==> src/rtl/output_deformatter.sv <==
// Receive-side decoder for the 3x64-bit EMTF->uGMT track words: unpacks track fields, recovers BC0/BX,
// tracks BX alignment against a local counter, and keeps error counters and per-slot valid-track rates.
module output_deformatter #(
    parameter int ORBIT_LEN   = 3564,
    parameter int ERR_LIMIT   = 4,
    parameter int RATE_PERIOD = 40078700
) (
    input  logic             clk,
    input  logic             rst_n,
    input  logic [2:0][63:0] rxdata,
    output logic [2:0]       trk_vld,
    output logic [2:0][8:0]  trk_pt,
    output logic [2:0][3:0]  trk_qlt,
    output logic [2:0][8:0]  trk_eta,
    output logic [2:0][7:0]  trk_phi,
    output logic [2:0]       trk_crg,
    output logic [2:0]       trk_cvl,
    output logic [2:0][15:0] trk_id,
    output logic             bc0_out,
    output logic             locked,
    output logic [15:0]      bx_err_cnt,
    output logic [15:0]      idx_err_cnt,
    output logic [15:0]      bc0_err_cnt,
    output logic [2:0][25:0] track_rate
);
    localparam int PW = $clog2(RATE_PERIOD + 1);
    localparam int RW = $clog2(ERR_LIMIT + 1);
    localparam logic [11:0] LAST_BX = 12'(ORBIT_LEN - 1);

    typedef enum logic {UNLOCKED = 1'b0, LOCKED = 1'b1} state_t;

    typedef struct packed {
        logic [15:0] id;
        logic        cvl;
        logic        crg;
        logic [7:0]  phi;
        logic [8:0]  eta;
        logic [3:0]  qlt;
        logic [8:0]  pt;
    } trk_t;

    state_t            state_q, state_d;
    logic [11:0]       bxn_q, bxn_d;
    logic [RW-1:0]     run_q, run_d;
    logic [15:0]       bx_err_q, bx_err_d, idx_err_q, idx_err_d, bc0_err_q, bc0_err_d;
    logic [PW-1:0]     period_q, period_d;
    logic [2:0][25:0]  cnt_q, cnt_d, rate_q, rate_d;
    trk_t [2:0]        trk_q, trk_d;
    logic [2:0]        vld_q;
    logic              bc0_q;

    logic              bc0;
    logic [2:0]        rx_bxn3;
    logic [2:0]        slot_vld, idx_bad;
    logic [1:0]        n_idx_bad;
    logic              unused_bits;

    function automatic logic [15:0] sat_add16(input logic [15:0] a, input logic [1:0] inc);
        logic [16:0] s;
        s = {1'b0, a} + {15'd0, inc};
        return s[16] ? 16'hffff : s[15:0];
    endfunction

    function automatic logic [25:0] sat_inc26(input logic [25:0] a, input logic inc);
        return (inc && (a != 26'h3ffffff)) ? a + 26'd1 : a;
    endfunction

    assign bc0         = rxdata[0][31];
    assign rx_bxn3     = {rxdata[2][31], rxdata[1][63], rxdata[1][31]};
    assign unused_bits = ^{rxdata[0][63], rxdata[2][63], rxdata[0][22], rxdata[1][22], rxdata[2][22]};

    // Per-slot decode: validity, index/embedded-bxn check, masked field capture
    always_comb begin
        for (int i = 0; i < 3; i++) begin
            slot_vld[i] = (rxdata[i][8:0] != 9'd0) || (rxdata[i][12:9] != 4'd0);
            idx_bad[i]  = slot_vld[i] && ((rxdata[i][51:50] != 2'(i)) ||
                                          (rxdata[i][62:52] != bxn_q[10:0]));
            trk_d[i]    = slot_vld[i] ? trk_t'({rxdata[i][49:32], rxdata[i][30:23], rxdata[i][21:0]})
                                      : trk_t'('0);
        end
        n_idx_bad = {1'b0, idx_bad[0]} + {1'b0, idx_bad[1]} + {1'b0, idx_bad[2]};
    end

    // Alignment FSM, error counters and rate window next-state
    always_comb begin
        state_d   = state_q;
        run_d     = run_q;
        bx_err_d  = bx_err_q;
        idx_err_d = idx_err_q;
        bc0_err_d = bc0_err_q;
        bxn_d     = bc0 ? 12'd0 : bxn_q + 12'd1;

        case (state_q)
            UNLOCKED: begin
                if (bc0) begin
                    state_d = LOCKED;
                    run_d   = '0;
                end
            end
            LOCKED: begin
                if (bc0) begin
                    run_d = '0;
                    if (bxn_q != LAST_BX) bc0_err_d = sat_add16(bc0_err_q, 2'd1);
                end else if (bxn_q == LAST_BX) begin
                    bc0_err_d = sat_add16(bc0_err_q, 2'd1);
                    state_d   = UNLOCKED;
                    run_d     = '0;
                end else begin
                    if (rx_bxn3 != bxn_q[2:0]) begin
                        bx_err_d = sat_add16(bx_err_q, 2'd1);
                        if (run_q == RW'(ERR_LIMIT - 1)) begin
                            state_d = UNLOCKED;
                            run_d   = '0;
                        end else begin
                            run_d = run_q + RW'(1);
                        end
                    end else begin
                        run_d = '0;
                    end
                    idx_err_d = sat_add16(idx_err_q, n_idx_bad);
                end
            end
            default: state_d = UNLOCKED;
        endcase

        rate_d = rate_q;
        cnt_d  = cnt_q;
        if (period_q == PW'(RATE_PERIOD)) begin
            rate_d   = cnt_q;
            cnt_d    = '0;
            period_d = '0;
        end else begin
            period_d = period_q + PW'(1);
            for (int i = 0; i < 3; i++) cnt_d[i] = sat_inc26(cnt_q[i], slot_vld[i]);
        end
    end

    always_ff @(posedge clk) begin
        if (!rst_n) begin
            state_q   <= UNLOCKED;
            bxn_q     <= '0;
            run_q     <= '0;
            bx_err_q  <= '0;
            idx_err_q <= '0;
            bc0_err_q <= '0;
            period_q  <= '0;
            cnt_q     <= '0;
            rate_q    <= '0;
            trk_q     <= '0;
            vld_q     <= '0;
            bc0_q     <= 1'b0;
        end else begin
            state_q   <= state_d;
            bxn_q     <= bxn_d;
            run_q     <= run_d;
            bx_err_q  <= bx_err_d;
            idx_err_q <= idx_err_d;
            bc0_err_q <= bc0_err_d;
            period_q  <= period_d;
            cnt_q     <= cnt_d;
            rate_q    <= rate_d;
            trk_q     <= trk_d;
            vld_q     <= slot_vld;
            bc0_q     <= bc0;
        end
    end

    always_comb begin
        for (int i = 0; i < 3; i++) begin
            trk_pt[i]  = trk_q[i].pt;
            trk_qlt[i] = trk_q[i].qlt;
            trk_eta[i] = trk_q[i].eta;
            trk_phi[i] = trk_q[i].phi;
            trk_crg[i] = trk_q[i].crg;
            trk_cvl[i] = trk_q[i].cvl;
            trk_id[i]  = trk_q[i].id;
        end
    end

    assign trk_vld     = vld_q;
    assign bc0_out     = bc0_q;
    assign locked      = (state_q == LOCKED);
    assign bx_err_cnt  = bx_err_q;
    assign idx_err_cnt = idx_err_q;
    assign bc0_err_cnt = bc0_err_q;
    assign track_rate  = rate_q;
endmodule

==> config.mk <==
export PLATFORM = sky130hd
export DESIGN_NAME = output_deformatter
export DESIGN_NICKNAME = d
export VERILOG_FILES = /design/src/rtl/output_deformatter.sv
export SDC_FILE = /design/constraint.sdc
export NUM_CORES = 1
export LEC_CHECK = 0
export CAP_MARGIN = 20
export CORE_MARGIN = 2
export CORE_UTILIZATION = 40
export CTS_CLUSTER_DIAMETER = 60
export CTS_CLUSTER_SIZE = 40
export DETAILED_ROUTE_END_ITERATION = 8
export GPL_TIMING_DRIVEN = 0
export PLACE_DENSITY = 0.69
export SETUP_SLACK_MARGIN = 0.05
export SKIP_CTS_REPAIR_TIMING = 1
export SLEW_MARGIN = 0
export SYNTH_ARGS = -nofsm -noshare
export SYNTH_HDL_FRONTEND = slang
export SYNTH_SLANG_ARGS = --single-unit
==> constraint.sdc <==
create_clock -name clk -period 7.2 [get_ports clk]
set_input_delay 1.08 -clock clk [delete_from_list [all_inputs] [get_ports clk]]
set_output_delay 1.08 -clock clk [all_outputs]
set_load 0.005 [all_outputs]
== Word-level counts from Yosys, hierarchy flattened ==
Index checks and enable logic that the tools add are counted.

* Output and inout bits: 275
* Input port bits: 194
* Memories kept: 0
* Word-level logic and storage cells: 112
* Bits in registers: 394
* Bits in writable memories: 0
* Memory bits (read-only): 0
* Bits in latches: 0

* Reduce and logical (&&, ||, !) cells: 28
* $lt $le $gt $ge: 0
* $add $sub $neg: 11
* Mux-type cells: 18
* Multiply operators: 0
* Equality and inequality tests: 15
* Divide/modulo/power cells: 0
* Bitwise gates (word level): 4
* Shift operators: 0

{| class="wikitable"
|+ Operators with widths
! cell !! count
|-
| adder 26 x 1 -> 26 bit, second input constant || 4
|-
| two-way mux 16 bit || 6
|-
| inequality test 26 bit, second input constant || 3
|-
| adder 16 x 1 -> 17 bit, second input constant || 2
|-
| inequality test 11 bit || 3
|-
| nonzero test 9 bit || 3
|-
| == test 26 bit, second input constant || 1
|-
| adder 16 x 2 -> 17 bit || 1
|-
| two-way mux 3 bit || 5
|-
| adder 12 x 1 -> 12 bit, second input constant || 1
|-
| == test 12 bit, second input constant || 1
|-
| inequality test 12 bit, second input constant || 1
|-
| nonzero test 4 bit || 3
|-
| logical AND 1 bit || 6
|-
| logical OR 1 bit || 6
|-
| case mux 3 bit (2 select lines) || 1
|-
| AND reduction 2 bit || 3
|-
| AND reduction 3 bit || 2
|-
| two-way mux 1 bit || 5
|-
| inequality test 2 x 1 -> 1 bit, second input constant || 2
|-
| inequality test 2 bit, second input constant || 2
|-
| inverter 1 bit || 4
|-
| AND reduction 4 bit || 1
|-
| nonzero test 2 bit || 2
|-
| 7 further kinds || 8
|}

== Depth between registers and ports, before layout ==
* Word-level depth: 7
* Gate-level depth with buffers: 15

== Worst setup path after synthesis ==
Ideal clock, no wire load.

* Kind: input to register
* From: in rxdata[1] (netlist bit)
* To: reg idx_err_q[12], in the netlist idx_err_cnt[12]
* Setup time: 0.116 ns
* Path buffers: 2
* Stages on the path: 14
* Arrival time: 3.789 ns
* Data required time: 7.084 ns
* Setup slack: 3.295 ns
* Cell sequence: nor4_1 nand4_1 clkbuf_1 o21ai_0 fa_1 inv_1 ha_1 fa_1 and4_1 clkbuf_1 and3_1 and3_1 nand3_1 o211a_1

* Cells in the longest elaborated chain, start to end: 7

{| class="wikitable"
|+ Ends and longest elaborated chain
! element !! RTL line !! source
|-
| start, declared || 10 || <nowiki>input logic [2:0][63:0] rxdata,</nowiki>
|-
| nonzero test 9 bit || 75 || <nowiki>slot_vld[i] = (rxdata[i][8:0] != 9'd0) || (rxdata[i][12:9] != 4'd0);</nowiki>
|-
| logical OR 1 bit || 75 ||
|-
| logical AND 1 bit || 76 || <nowiki>idx_bad[i] = slot_vld[i] && ((rxdata[i][51:50] != 2'(i)) ||</nowiki>
|-
| adder 1 x 1 -> 2 bit || 81 || <nowiki>n_idx_bad = {1'b0, idx_bad[0]} + {1'b0, idx_bad[1]} + {1'b0, idx_bad[2]};</nowiki>
|-
| adder 2 x 1 -> 2 bit || 81 ||
|-
| adder 16 x 2 -> 17 bit || 60 || <nowiki>s = {1'b0, a} + {15'd0, inc};</nowiki>
|-
| two-way mux 16 bit || 61 || <nowiki>return s[16] ? 16'hffff : s[15:0];</nowiki>
|-
| end signal, assigned || 157 || <nowiki>idx_err_q <= idx_err_d;</nowiki>
|-
| end, declared || 45 || <nowiki>logic [15:0] bx_err_q, bx_err_d, idx_err_q, idx_err_d, bc0_err_q, bc0_err_d;</nowiki>
|}

No other way between the ends.
A chain may end at the register's enable or synchronous reset.

== Worst setup path in the final report ==
* From: in rxdata[11] (netlist bit)
* To: reg idx_err_q[2], in the netlist idx_err_cnt[2]

* Cells in the longest elaborated chain, start to end: 7

{| class="wikitable"
|+ Ends and longest elaborated chain
! element !! RTL line
|-
| nonzero test 4 bit || 75
|-
| logical OR 1 bit || 75
|-
| logical AND 1 bit || 76
|-
| adder 1 x 1 -> 2 bit || 81
|-
| adder 2 x 1 -> 2 bit || 81
|-
| adder 16 x 2 -> 17 bit || 60
|-
| two-way mux 16 bit || 61
|}

No other way between the ends.

==> results.yml <==
run_status:
  outcome: "complete, no violations"
logic_synthesis:
  synthTopCellsByCount: "dfxtp_1 (394), nand2_1 (233), a21oi_1 (152), and3_1 (102), nor2_1 (89)"
  synth-edff-count: 0
  synth_area_leader_cell: "dfxtp_1"
  synth.area.top_cells: "dfxtp_1 (52%), nand2_1 (5.7%), a21oi_1 (5.0%), and3_1 (4.2%), xor2_1 (4.0%)"
  synth.yosys.warnings: 0
  async_flop_share_pct: 0
  ys_ff_latch: 394
  synth_cells: 1678
  synth_flop_cell: "dfxtp_1"
  synth_top_area_share_pct: 51.7
  yosysSeqAreaShare_pct: 51.7
  yosysMostFrequentCell: "dfxtp_1"
  avgSynthCellArea_um2: 9.09
  syn-num-nets: 1886
  syn_area_um2: 15300
  synth_cell_type_count: 63
setup_path:
  required_ps: 7640
  arrival_ps: 5230
  path_class: "input pin to flop"
  startpoint_type: "input pin"
  crit_path_end_kind: "flop"
  path_max_fanout: 10
  regToRegSetupSlack_ps: 3180
power:
  cellLeakagePower_nw: 7.90
  p_total_mw: 4.44
  ir_drop_uv: 154
  powerDensity_nw_per_um2: 205
drt:
  drt_iter0_markers: 785
  viasPerCell: 5.19
  via_count: 14100
  drtPass1Iterations: 5
  route.detailed.drc: 0
  wl_mm: 52.3
  wl_per_cell_um: 19.3
  ant_nets: 0
sta:
  fin_hold_ws_ps: 452
  slew_headroom_pct: 30.5
  post-route-period-util_pct: 66.5
  period_needed_ps: 4790
  clock_skew_ps: 18.7
  setup_viol: 0
  rsz0062_at_grt: "false"
  worst_pin_slew_ps: 1040
  timing.final.max_slew_violations: 0
  tns_ps: 0
  finalHoldViolCount: 0
  max_freq_mhz: 209
  post-route-worst-setup-slack_ps: 2410
placed_design:
  gp_congestion: 0.920
  hpwl_mm: 40.5
  dp_worst_setup_slack_ps: 1830
  dpl.cell_count: 2652
  post_dp_cell_area_um2: 20500
  io_buffers: 463
floorplan:
  die_x_um: 199
  rows: 71
  die_h_um: 199
  ios: 469
  start_util_pct: 40.6
  floorplan.die_area_um2: 39700
  coreArea_um2: 37600
final_layout:
  fin_nets: 2382
  stdcell_count: 2711
  fill_cells: 3330
  final_area_um2: 21600
  utilization_pct: 57.5
  drive_gt1_share_pct: 4.73
  areaGrowthSynthToFinish_pct: 41.7
min_path:
  hp-class: "flop to flop"
clock_network:
  cts.clk_slew.worst_paths_ps: 80
  cts_tree: "done"
  numCtsBuffers: 31
  cts_max_path_buffers: 3
  cts.sinks: 394
  htree_levels: 1
  cts-root-buf: "clkbuf_16"
  clk_latency_ps: 580
grt:
  grt_max_degree: 23
  grt_antenna_before_repair: 5
  overflow: 0
  grt_use_total_pct: 25.3
  first_global_vias: 13500
  grt_pass1_wl_mm: 77.8
run:
  max_cap_violations: 0
## registers in the layout, indices dropped and copies added, names as in the netlist, 12 cells and up
name	cells
cnt_q	78
track_rate	78
trk_id	48
trk_eta	27
trk_pt	27
period_q	26
trk_phi	24
bc0_err_cnt	16
bx_err_cnt	16
idx_err_cnt	16
bxn_q	12
trk_qlt	12
## worst max-delay path: stages
cell             delay [ps]
clkdlybuf4s50_1         550
nor4_1                   60
nand4_1                 450
clkbuf_1                430
o21ai_0                 260
fa_1                    560
inv_1                    40
ha_1                    210
fa_1                    410
and4_1                  210
clkbuf_1                180
and3_1                  230
nand2_1                 320
o21a_1                  190
nor2_1                   40
## power breakdown
group | internal, mW | switching, mW
combinational | 0.212 | 0.140
clock | 0.921 | 0.907
sequential | 2.23 | 0.0268
## cells by family after synthesis
| group | count (synthesis) | share of synthesized area, % |
|---|---|---|
| compound gates | 252 | 9.80 |
| xor+xnor | 123 | 7.06 |
| fa+ha+maj | 14 | 1.25 |
| buf+inv | 129 | 3.53 |
| flops | 394 | 51.7 |
| mux | 4 | 0.262 |
| simple gates | 762 | 26.4 |
## per-layer routing
metal	routed length (um)	GRT usage, %	vias to the layer above
met5	59	0	-
met4	2510	10.9	8
met3	3670	5.97	119
met2	24800	43.2	419
met1	21300	30.3	6682
li1	-	-	6832
## path summary, 6_finish.rpt
kind | startpoint | to | depth (start not counted)
worst max-delay path | rxdata[11] | idx_err_cnt[2]$_SDFFE_PN0P_ | 15
worst min-delay path | track_rate[58]$_SDFFE_PN0P_ | track_rate[58]$_SDFFE_PN0P_ | 2
worst min register to register | track_rate[58]$_SDFFE_PN0P_ | track_rate[58]$_SDFFE_PN0P_ | 2
worst max register to register | bxn_q[9]$_SDFF_PP0_ | idx_err_cnt[2]$_SDFFE_PN0P_ | 15
## placed cells by master (no fill, tap or decap), types with 15 or more instances in the layout
cell             Yosys  final
clkdlybuf4s50_1      0    463
dfxtp_1            394    394
nand2_1            233    233
a21oi_1            152    152
and3_1             102    102
nor2_1              89     89
and2_1              81     81
clkbuf_1            78     79
xor2_1              70     70
nand3_1             62     62
xnor2_1             53     53
nand4_1             46     46
or4_1               32     32
clkbuf_16            0     31
o21ai_0             27     27
nor3_1              24     24
or3_1               24     24
inv_1               22     22
buf_2               21     21
nor4_1              19     19
and4_1              17     17
o211ai_1            15     15
## cell type report
type	count	area [um2]	area share, %
flip-flops and latches	394	7890	36.5
multi-input cells	1155	6830	31.6
repair buffers	463	4630	21.4
clock buffers	33	793	3.67
well taps	511	639	2.96
plain buffers	106	452	2.09
clock inverters	24	288	1.33
inverters	23	86.3	0.399
diodes	2	5.00	0.0232
(Power assumes the default switching activity.)
